`src/rtl/lsu.sv`:
```
// Load/store unit: one outstanding memory access, RISC-V byte/half/word lane
// handling, alignment and funct3 checks, and a bounded wait for the bus ack.
module lsu #(
   parameter int unsigned ACK_TIMEOUT = 255
) (
   input  logic        clk,
   input  logic        rst_n,
   input  logic        req_valid,
   output logic        req_ready,
   input  logic        is_store,
   input  logic [2:0]  funct3,
   input  logic [31:0] addr,
   input  logic [31:0] store_data,
   output logic        mem_req,
   output logic        mem_we,
   output logic [31:0] mem_addr,
   output logic [31:0] mem_wdata,
   output logic [3:0]  mem_wstrb,
   input  logic        mem_ack,
   input  logic [31:0] mem_rdata,
   output logic        done,
   output logic [31:0] load_data,
   output logic        fault
);

   typedef enum logic [1:0] {IDLE, BUS, RESP} state_t;

   // Last counter value before the abort; the ack is still honoured in that cycle.
   localparam logic [7:0] CNT_LAST = 8'(ACK_TIMEOUT - 1);

   state_t      state_reg, state_next;
   logic [7:0]  cnt_reg, cnt_next;
   logic [2:0]  funct3_reg, funct3_next;
   logic [1:0]  lane_reg, lane_next;
   logic        mem_req_reg, mem_req_next;
   logic        mem_we_reg, mem_we_next;
   logic [31:0] mem_addr_reg, mem_addr_next;
   logic [31:0] mem_wdata_reg, mem_wdata_next;
   logic [3:0]  mem_wstrb_reg, mem_wstrb_next;
   logic        done_reg, done_next;
   logic [31:0] load_data_reg, load_data_next;
   logic        fault_reg, fault_next;

   function automatic logic is_legal(input logic st, input logic [2:0] f3);
      if (st)
         return f3 inside {3'b000, 3'b001, 3'b010};
      return f3 inside {3'b000, 3'b001, 3'b010, 3'b100, 3'b101};
   endfunction

   function automatic logic is_misaligned(input logic [2:0] f3, input logic [1:0] a);
      return ((f3[1:0] == 2'b01) && a[0]) || ((f3[1:0] == 2'b10) && (a != 2'b00));
   endfunction

   function automatic logic [31:0] extract(input logic [2:0] f3, input logic [1:0] lane,
                                           input logic [31:0] w);
      logic [7:0]  b;
      logic [15:0] h;
      b = w[{lane, 3'b000} +: 8];
      h = lane[1] ? w[31:16] : w[15:0];
      case (f3)
         3'b000:  return {{24{b[7]}}, b};
         3'b001:  return {{16{h[15]}}, h};
         3'b100:  return {24'd0, b};
         3'b101:  return {16'd0, h};
         default: return w;
      endcase
   endfunction

   always_ff @(posedge clk or negedge rst_n) begin
      if (!rst_n) begin
         state_reg     <= IDLE;
         cnt_reg       <= '0;
         funct3_reg    <= '0;
         lane_reg      <= '0;
         mem_req_reg   <= 1'b0;
         mem_we_reg    <= 1'b0;
         mem_addr_reg  <= '0;
         mem_wdata_reg <= '0;
         mem_wstrb_reg <= '0;
         done_reg      <= 1'b0;
         load_data_reg <= '0;
         fault_reg     <= 1'b0;
      end else begin
         state_reg     <= state_next;
         cnt_reg       <= cnt_next;
         funct3_reg    <= funct3_next;
         lane_reg      <= lane_next;
         mem_req_reg   <= mem_req_next;
         mem_we_reg    <= mem_we_next;
         mem_addr_reg  <= mem_addr_next;
         mem_wdata_reg <= mem_wdata_next;
         mem_wstrb_reg <= mem_wstrb_next;
         done_reg      <= done_next;
         load_data_reg <= load_data_next;
         fault_reg     <= fault_next;
      end
   end

   always_comb begin
      state_next     = state_reg;
      cnt_next       = cnt_reg;
      funct3_next    = funct3_reg;
      lane_next      = lane_reg;
      mem_req_next   = mem_req_reg;
      mem_we_next    = mem_we_reg;
      mem_addr_next  = mem_addr_reg;
      mem_wdata_next = mem_wdata_reg;
      mem_wstrb_next = mem_wstrb_reg;
      done_next      = 1'b0;
      load_data_next = load_data_reg;
      fault_next     = fault_reg;

      case (state_reg)
         IDLE: begin
            if (req_valid) begin
               funct3_next = funct3;
               lane_next   = addr[1:0];
               if (!is_legal(is_store, funct3) || is_misaligned(funct3, addr[1:0])) begin
                  // Rejected before any bus traffic.
                  state_next     = RESP;
                  done_next      = 1'b1;
                  fault_next     = 1'b1;
                  load_data_next = '0;
               end else begin
                  state_next    = BUS;
                  cnt_next      = '0;
                  mem_req_next  = 1'b1;
                  mem_we_next   = is_store;
                  mem_addr_next = {addr[31:2], 2'b00};
                  case (funct3[1:0])
                     2'b00: begin
                        mem_wstrb_next = 4'b0001 << addr[1:0];
                        mem_wdata_next = {4{store_data[7:0]}};
                     end
                     2'b01: begin
                        mem_wstrb_next = 4'b0011 << addr[1:0];
                        mem_wdata_next = {2{store_data[15:0]}};
                     end
                     default: begin
                        mem_wstrb_next = 4'b1111;
                        mem_wdata_next = store_data;
                     end
                  endcase
                  if (!is_store)
                     mem_wstrb_next = 4'b0000;
               end
            end
         end
         BUS: begin
            if (mem_ack) begin
               state_next     = RESP;
               mem_req_next   = 1'b0;
               done_next      = 1'b1;
               fault_next     = 1'b0;
               load_data_next = mem_we_reg ? 32'd0 : extract(funct3_reg, lane_reg, mem_rdata);
            end else begin
               cnt_next = cnt_reg + 8'd1;
               if (cnt_reg == CNT_LAST) begin
                  state_next     = RESP;
                  mem_req_next   = 1'b0;
                  done_next      = 1'b1;
                  fault_next     = 1'b1;
                  load_data_next = '0;
               end
            end
         end
         RESP: state_next = IDLE;
         default: state_next = IDLE;
      endcase
   end

   assign req_ready = (state_reg == IDLE);
   assign mem_req   = mem_req_reg;
   assign mem_we    = mem_we_reg;
   assign mem_addr  = mem_addr_reg;
   assign mem_wdata = mem_wdata_reg;
   assign mem_wstrb = mem_wstrb_reg;
   assign done      = done_reg;
   assign load_data = load_data_reg;
   assign fault     = fault_reg;

endmodule
```
`config.mk`:
```
export PLATFORM = sky130hd
export DESIGN_NAME = lsu
export DESIGN_NICKNAME = d
export VERILOG_FILES = /design/src/rtl/lsu.sv
export SDC_FILE = /design/constraint.sdc
export NUM_CORES = 1
export LEC_CHECK = 0
export CORE_AREA = 2 2 136 138
export CTS_CLUSTER_DIAMETER = 30
export CTS_CLUSTER_SIZE = 28
export DETAILED_ROUTE_END_ITERATION = 12
export DIE_AREA = 0 0 138 140
export SLEW_MARGIN = 30
export SYNTH_ARGS = -nofsm -noshare
export SYNTH_HDL_FRONTEND = slang
export SYNTH_SLANG_ARGS = --single-unit
```
`constraint.sdc`:
```
create_clock -name clk -period 1.7 [get_ports clk]
set_input_delay 0.425 -clock clk [delete_from_list [all_inputs] [get_ports clk]]
set_output_delay 0.425 -clock clk [all_outputs]
set_load 0.02 [all_outputs]
```
== Word-level counts from Yosys, hierarchy flattened ==
Cells that the tools add are included.

* Mux-type cells: 42
* Add/sub/neg operators: 1
* Shift-type cells: 3
* Bitwise gates (word level): 1
* Equal/unequal tests: 16
* Reductions and logical operators: 19

{| class="wikitable"
|+ Operator list
! kind !! count
|-
| 2-to-1 mux 32 bit || 5
|-
| one-hot mux 32 bit (2 select lines) || 2
|-
| one-hot mux 32 bit (4 select lines) || 1
|-
| variable part select 32 x 6 -> 8 bit || 1
|-
| 2-to-1 mux 8 bit || 3
|-
| 2-to-1 mux 1 bit || 19
|-
| 2-to-1 mux 16 bit || 1
|-
| one-hot mux 8 bit (2 select lines) || 1
|-
| == test 3 bit, second input constant || 4
|-
| AND reduction 4 bit || 3
|-
| adder 8 x 1 -> 8 bit, second input constant || 1
|-
| == test 8 bit, second input constant || 1
|-
| 2-to-1 mux 2 bit || 4
|-
| one-hot mux 4 bit (2 select lines) || 1
|-
| == test 3 x 1 -> 1 bit, second input constant || 2
|-
| zero test 3 bit || 2
|-
| != test 2 bit, second input constant || 3
|-
| one-hot mux 1 bit (2 select lines) || 3
|-
| nonzero test 5 bit || 1
|-
| == test 2 x 1 -> 1 bit, second input constant || 2
|-
| zero test 2 bit || 2
|-
| 2-to-1 mux 4 bit || 1
|-
| one-hot mux 2 bit (2 select lines) || 1
|-
| AND reduction 2 bit || 2
|-
| other kinds (13) || 16
|}

* Output and inout bits: 105
* Bits in registers: 117
* Bits of input ports: 104
* Logic and storage cells: 94

== Logic depth before layout (Yosys ltp) ==
* Depth in word-level cells: 11
* Mapped depth: 9
* Gate-level depth less buffers: 7

== Least setup slack after synthesis ==
No wires, ideal clock.

* Kind: reg-to-reg
* Start: register state_reg[0]
* End: register mem_wdata_reg[20], in the netlist mem_wdata[20]
* Required time: 1563 ps
* Buffers on the path: 2
* Setup slack: -332 ps
* Arrival: 1895 ps
* Cell stages (with the launch flop): 7
* Library setup time: 137 ps
* Clock period less this slack: 2032 ps
* Cells stage by stage: dfrtp_1 -> nor2_1 -> nand2_1 -> a21oi_1 -> buf_2 -> buf_1 -> a21oi_1

* Longest elaborated chain between the ends: 2

{| class="wikitable"
|+ RTL lines
! what !! line !! source
|-
| start: declaration || 31 || <nowiki>state_t state_reg, state_next;</nowiki>
|-
| start signal: assignment || 84 || <nowiki>state_reg <= state_next;</nowiki>
|-
| zero test 2 bit || - ||
|-
| via req_ready || 9 || <nowiki>output logic req_ready,</nowiki>
|-
| AND reduction 3 bit (no line) || - ||
|-
| end signal: assignment || 91 || <nowiki>mem_wdata_reg <= mem_wdata_next;</nowiki>
|-
| end: declaration || 38 || <nowiki>logic [31:0] mem_wdata_reg, mem_wdata_next;</nowiki>
|}

The timed path passes the listed nets, and every way through them passes these cells.
A chain may end at the register's enable or synchronous reset.

== Final worst setup path ==
* Start: input mem_rdata[7]
* End: register load_data_reg[22], in the netlist load_data[22]

* Longest elaborated chain between the ends: 5

{| class="wikitable"
|+ RTL lines
! what !! line !! source
|-
| start: declaration || 20 || <nowiki>input logic [31:0] mem_rdata,</nowiki>
|-
| variable part select 32 x 6 -> 8 bit || 58 || <nowiki>b = w[{lane, 3'b000} +: 8];</nowiki>
|-
| one-hot mux 32 bit (4 select lines) || 60 || <nowiki>case (f3)</nowiki>
|-
| 2-to-1 mux 32 bit || 155 || <nowiki>load_data_next = mem_we_reg ? 32'd0 : extract(funct3_reg, lane_reg, mem_rdata);</nowiki>
|-
| 2-to-1 mux 32 bit || 150 || <nowiki>if (mem_ack) begin</nowiki>
|-
| one-hot mux 32 bit (2 select lines) || 113 || <nowiki>case (state_reg)</nowiki>
|-
| end signal: assignment || 94 || <nowiki>load_data_reg <= load_data_next;</nowiki>
|-
| end: declaration || 41 || <nowiki>logic [31:0] load_data_reg, load_data_next;</nowiki>
|}

No other way between the ends.

==> metrics.cfg <==
[critical_path]
critical-path-top-cell-by-count=sky130_fd_sc_hd__nand2_1
critPathMaxFanout=16
worstPathCellList=clkdlybuf4s50_1, mux4_2, buf_4, nand2_1, nand2_1, nand3_1, buf_12, nand2_1
worst_path_max_delay_cell=sky130_fd_sc_hd__mux4_2
endpoint_kind=register
cp.arrival_ps=2040
critPathKind=in2reg
required_ps=2000
crit_path_max_incr_delay_ps=530
critPathLaunchType=input port

[yosys]
synth_enable_flop_cells=0
mappedNetlistArea_um2=5260
synth_warnings=0
syn_area_per_cell_um2=9.35
number_of_instances_in_the_synthesized_netlist=562
yosys.cell_types.count=38
ys_seq_area_share_pct=55.7
number_of_storage_elements_in_the_synthesis_netlist=117
synthFlopType=sky130_fd_sc_hd__dfrtp_1
asr_flop_ratio_synth_pct=100

[floorplan]
die_height_um=140
fp-row-count=49
floorplan.initialDensity_pct=29.6
ios=209
core_area_um2=17800
full_die_area_um2=19300
chipWidth_um=138

[grt]
grt_use_met3_pct=8.34
antenna_found_initial=0
use_met2_pct=31.7
grt_max_degree=52
grt_pass1_vias=5455
track_usage_pct=18.8
grt_overflow_total=0
globalRouteMet1Util_pct=21.4
grt_most_used_layer=met2
first_pass_grt_wire_length_um=28600

[final_layout]
post_layout_nonfiller_instances=1070
nNetsFinal=935
drive_above_1_share_pct=18.4
layout-area-overhead-vs-synth_pct=67.6
fillerInstances=1678
insertedDiodeCount=0
final_core_utilization_pct=49.5

[pwr]
power_density_nw_per_um2=1360
static-leakage-power_nw=4.38
power_total_w=0.0119
irDropWorstVdd_mv=0.723

[timing]
clock_skew_ps=6.56
timing_hold_violations_final=0
timing.final.max_slew_violations=0
rsz0062_at_grt=true
final.period_utilization_pct=102
clock.fmax_mhz=574
final.min_clock_period_ps=1740
layout_setup_ws_ps=-40.8
final-setup-viol-count=23
setup_tns_ps=-603

[routing]
drtIter0Drc=225
drt-total-wl_um=17800
drt_first_pass_iters=4
route.vias.total=5098
viasPerCell=4.76
wl_per_cell_um=16.6
antenna_violating_nets_post_route=0
drc_errors=0

[placement]
post-dp-hpwl_um=12700
place_congestion=0.843
place_worst_setup_slack_ps=-760
place.detailed.instances=1025
buffer_ports.inserted=206

[clock_tree]
cts.sink_count=117
cts-htree-levels=4
clock_insertion_delay_worst_skew_ps=410
root_buffer=sky130_fd_sc_hd__clkbuf_16
cts.clk_slew.worst_paths_ps=50
cts_tree=built
max-clock-path-buffers=2
cts_inserted_buffers=17

[status]
status=finished with violations
violations=setup timing

[min_path]
hold_path_class=in2reg

[flow_run]
drv.max_cap_violation_count=0

## cell families after synthesis
kind of cell	after synthesis	share of synthesized area, %
muxes	39	7.97
AOI/OAI and AO/OA	103	12.6
DFF	117	55.7
buffers and inverters	40	3.05
adders and majority gates	2	0.476
and+or+nand+nor	256	19.4
other	1	0.0713
xor gates and xnor gates	4	0.667
## report_power, final
group / internal [W] / switching [W]
registers: 0.00359 / 0.000505
clock network: 0.00224 / 0.00126
logic: 0.00190 / 0.00246
## worst max-delay path, delay by kind of cell
family        cells  cell delay (ps)
simple gates      4              300
mux               1              530
buf+inv           3              780
## metrics by stage
step,hold slack (ps),instance area [um^2]
after CTS,344,8730
after global routing,356,8810
final,361,8810
after detailed placement,336,8130
after global placement,337,8130
after floorplan,129,5400
## cell usage in the layout, fill, tap and decap left out, types with 2 or more instances in the layout
master,instances
sky130_fd_sc_hd__xor2_1,2
sky130_fd_sc_hd__mux2_2,13
sky130_fd_sc_hd__buf_2,3
sky130_fd_sc_hd__mux2i_1,25
sky130_fd_sc_hd__buf_12,9
sky130_fd_sc_hd__o221ai_1,8
sky130_fd_sc_hd__nand2_1,182
sky130_fd_sc_hd__conb_1,2
sky130_fd_sc_hd__inv_2,2
sky130_fd_sc_hd__a32o_1,8
sky130_fd_sc_hd__buf_6,3
sky130_fd_sc_hd__nand2b_1,10
sky130_fd_sc_hd__a211oi_1,2
sky130_fd_sc_hd__clkbuf_8,3
sky130_fd_sc_hd__clkinv_2,6
sky130_fd_sc_hd__inv_1,7
sky130_fd_sc_hd__dfrtp_1,116
sky130_fd_sc_hd__nand2_2,2
sky130_fd_sc_hd__clkbuf_16,17
sky130_fd_sc_hd__nand3_1,2
sky130_fd_sc_hd__a21oi_4,2
sky130_fd_sc_hd__buf_16,3
sky130_fd_sc_hd__clkinvlp_4,2
sky130_fd_sc_hd__a22oi_2,16
sky130_fd_sc_hd__ha_4,2
sky130_fd_sc_hd__o21ai_1,4
sky130_fd_sc_hd__bufinv_16,2
sky130_fd_sc_hd__xnor2_1,2
sky130_fd_sc_hd__nor2_1,48
sky130_fd_sc_hd__o22a_1,2
sky130_fd_sc_hd__buf_4,58
sky130_fd_sc_hd__o21ai_0,24
sky130_fd_sc_hd__dlygate4sd2_1,104
sky130_fd_sc_hd__clkdlybuf4s50_1,94
sky130_fd_sc_hd__a21oi_1,29
## layout make-up
| type | instances | area (um^2) | share of cell area (%) |
|---|---|---|---|
| Clock buffer | 21 | 470 | 5.34 |
| Clock inverter | 10 | 105 | 1.19 |
| Inverter | 9 | 33.8 | 0.383 |
| Timing Repair Buffer | 278 | 2640 | 29.9 |
| Sequential cell | 117 | 2930 | 33.2 |
| Multi-Input combinational cell | 406 | 2350 | 26.7 |
| Tap cell | 229 | 287 | 3.25 |
## cell usage after synthesis (2+ instances only)
master | count | area share, %
sky130_fd_sc_hd__clkbuf_1 | 22 | 1.6
sky130_fd_sc_hd__buf_2 | 2 | 0.19
sky130_fd_sc_hd__dfrtp_1 | 117 | 56
sky130_fd_sc_hd__nand2b_1 | 11 | 1.3
sky130_fd_sc_hd__ha_1 | 2 | 0.48
sky130_fd_sc_hd__o21ai_0 | 28 | 2.7
sky130_fd_sc_hd__a211oi_1 | 2 | 0.29
sky130_fd_sc_hd__xnor2_1 | 2 | 0.33
sky130_fd_sc_hd__a32o_1 | 8 | 1.5
sky130_fd_sc_hd__a22oi_1 | 16 | 2.3
sky130_fd_sc_hd__xor2_1 | 2 | 0.33
sky130_fd_sc_hd__or3_1 | 2 | 0.24
sky130_fd_sc_hd__nand3_1 | 3 | 0.29
sky130_fd_sc_hd__buf_4 | 2 | 0.29
sky130_fd_sc_hd__nand2_1 | 184 | 13
sky130_fd_sc_hd__inv_1 | 9 | 0.64
sky130_fd_sc_hd__nor2_1 | 49 | 3.5
sky130_fd_sc_hd__mux2_2 | 13 | 2.8
sky130_fd_sc_hd__buf_1 | 5 | 0.36
sky130_fd_sc_hd__o221ai_1 | 8 | 1.3
sky130_fd_sc_hd__mux2i_1 | 25 | 4.8
sky130_fd_sc_hd__a21oi_1 | 32 | 3.0
sky130_fd_sc_hd__o22a_1 | 3 | 0.50
## layer usage
metal | part of all wire, % | up-vias
li1 | - | 2432
met1 | 41 | 2453
met2 | 48 | 192
met3 | 9.1 | 21
met4 | 1.7 | 0
met5 | 0 | -
## final timing paths
| kind | startpoint | end | slack, ps | depth (start not counted) |
|---|---|---|---|---|
| min in group asynchronous | rst_n | load_data[1] | 440 | 2 |
| setup / recovery | mem_rdata[7] | load_data[22] | -40 | 8 |
| hold / removal | funct3[2] | funct3_reg[2] | 360 | 3 |
| setup reg to reg | cnt_reg[0] | load_data[29] | -40 | 8 |
| hold reg to reg | mem_addr[12] | mem_addr[12] | 470 | 2 |
| max in group asynchronous | rst_n | mem_addr[17] | 730 | 3 |
## timing repair
action	CTS	global route
gates cloned	3	0
setup endpoints to repair	213	41
hold buffers	1	0
pin swaps	21	13
buffers inserted	5	6
hold endpoints to repair	13	0
resized for setup	134	20
Note: power is estimated with default switching activity, not from simulation.
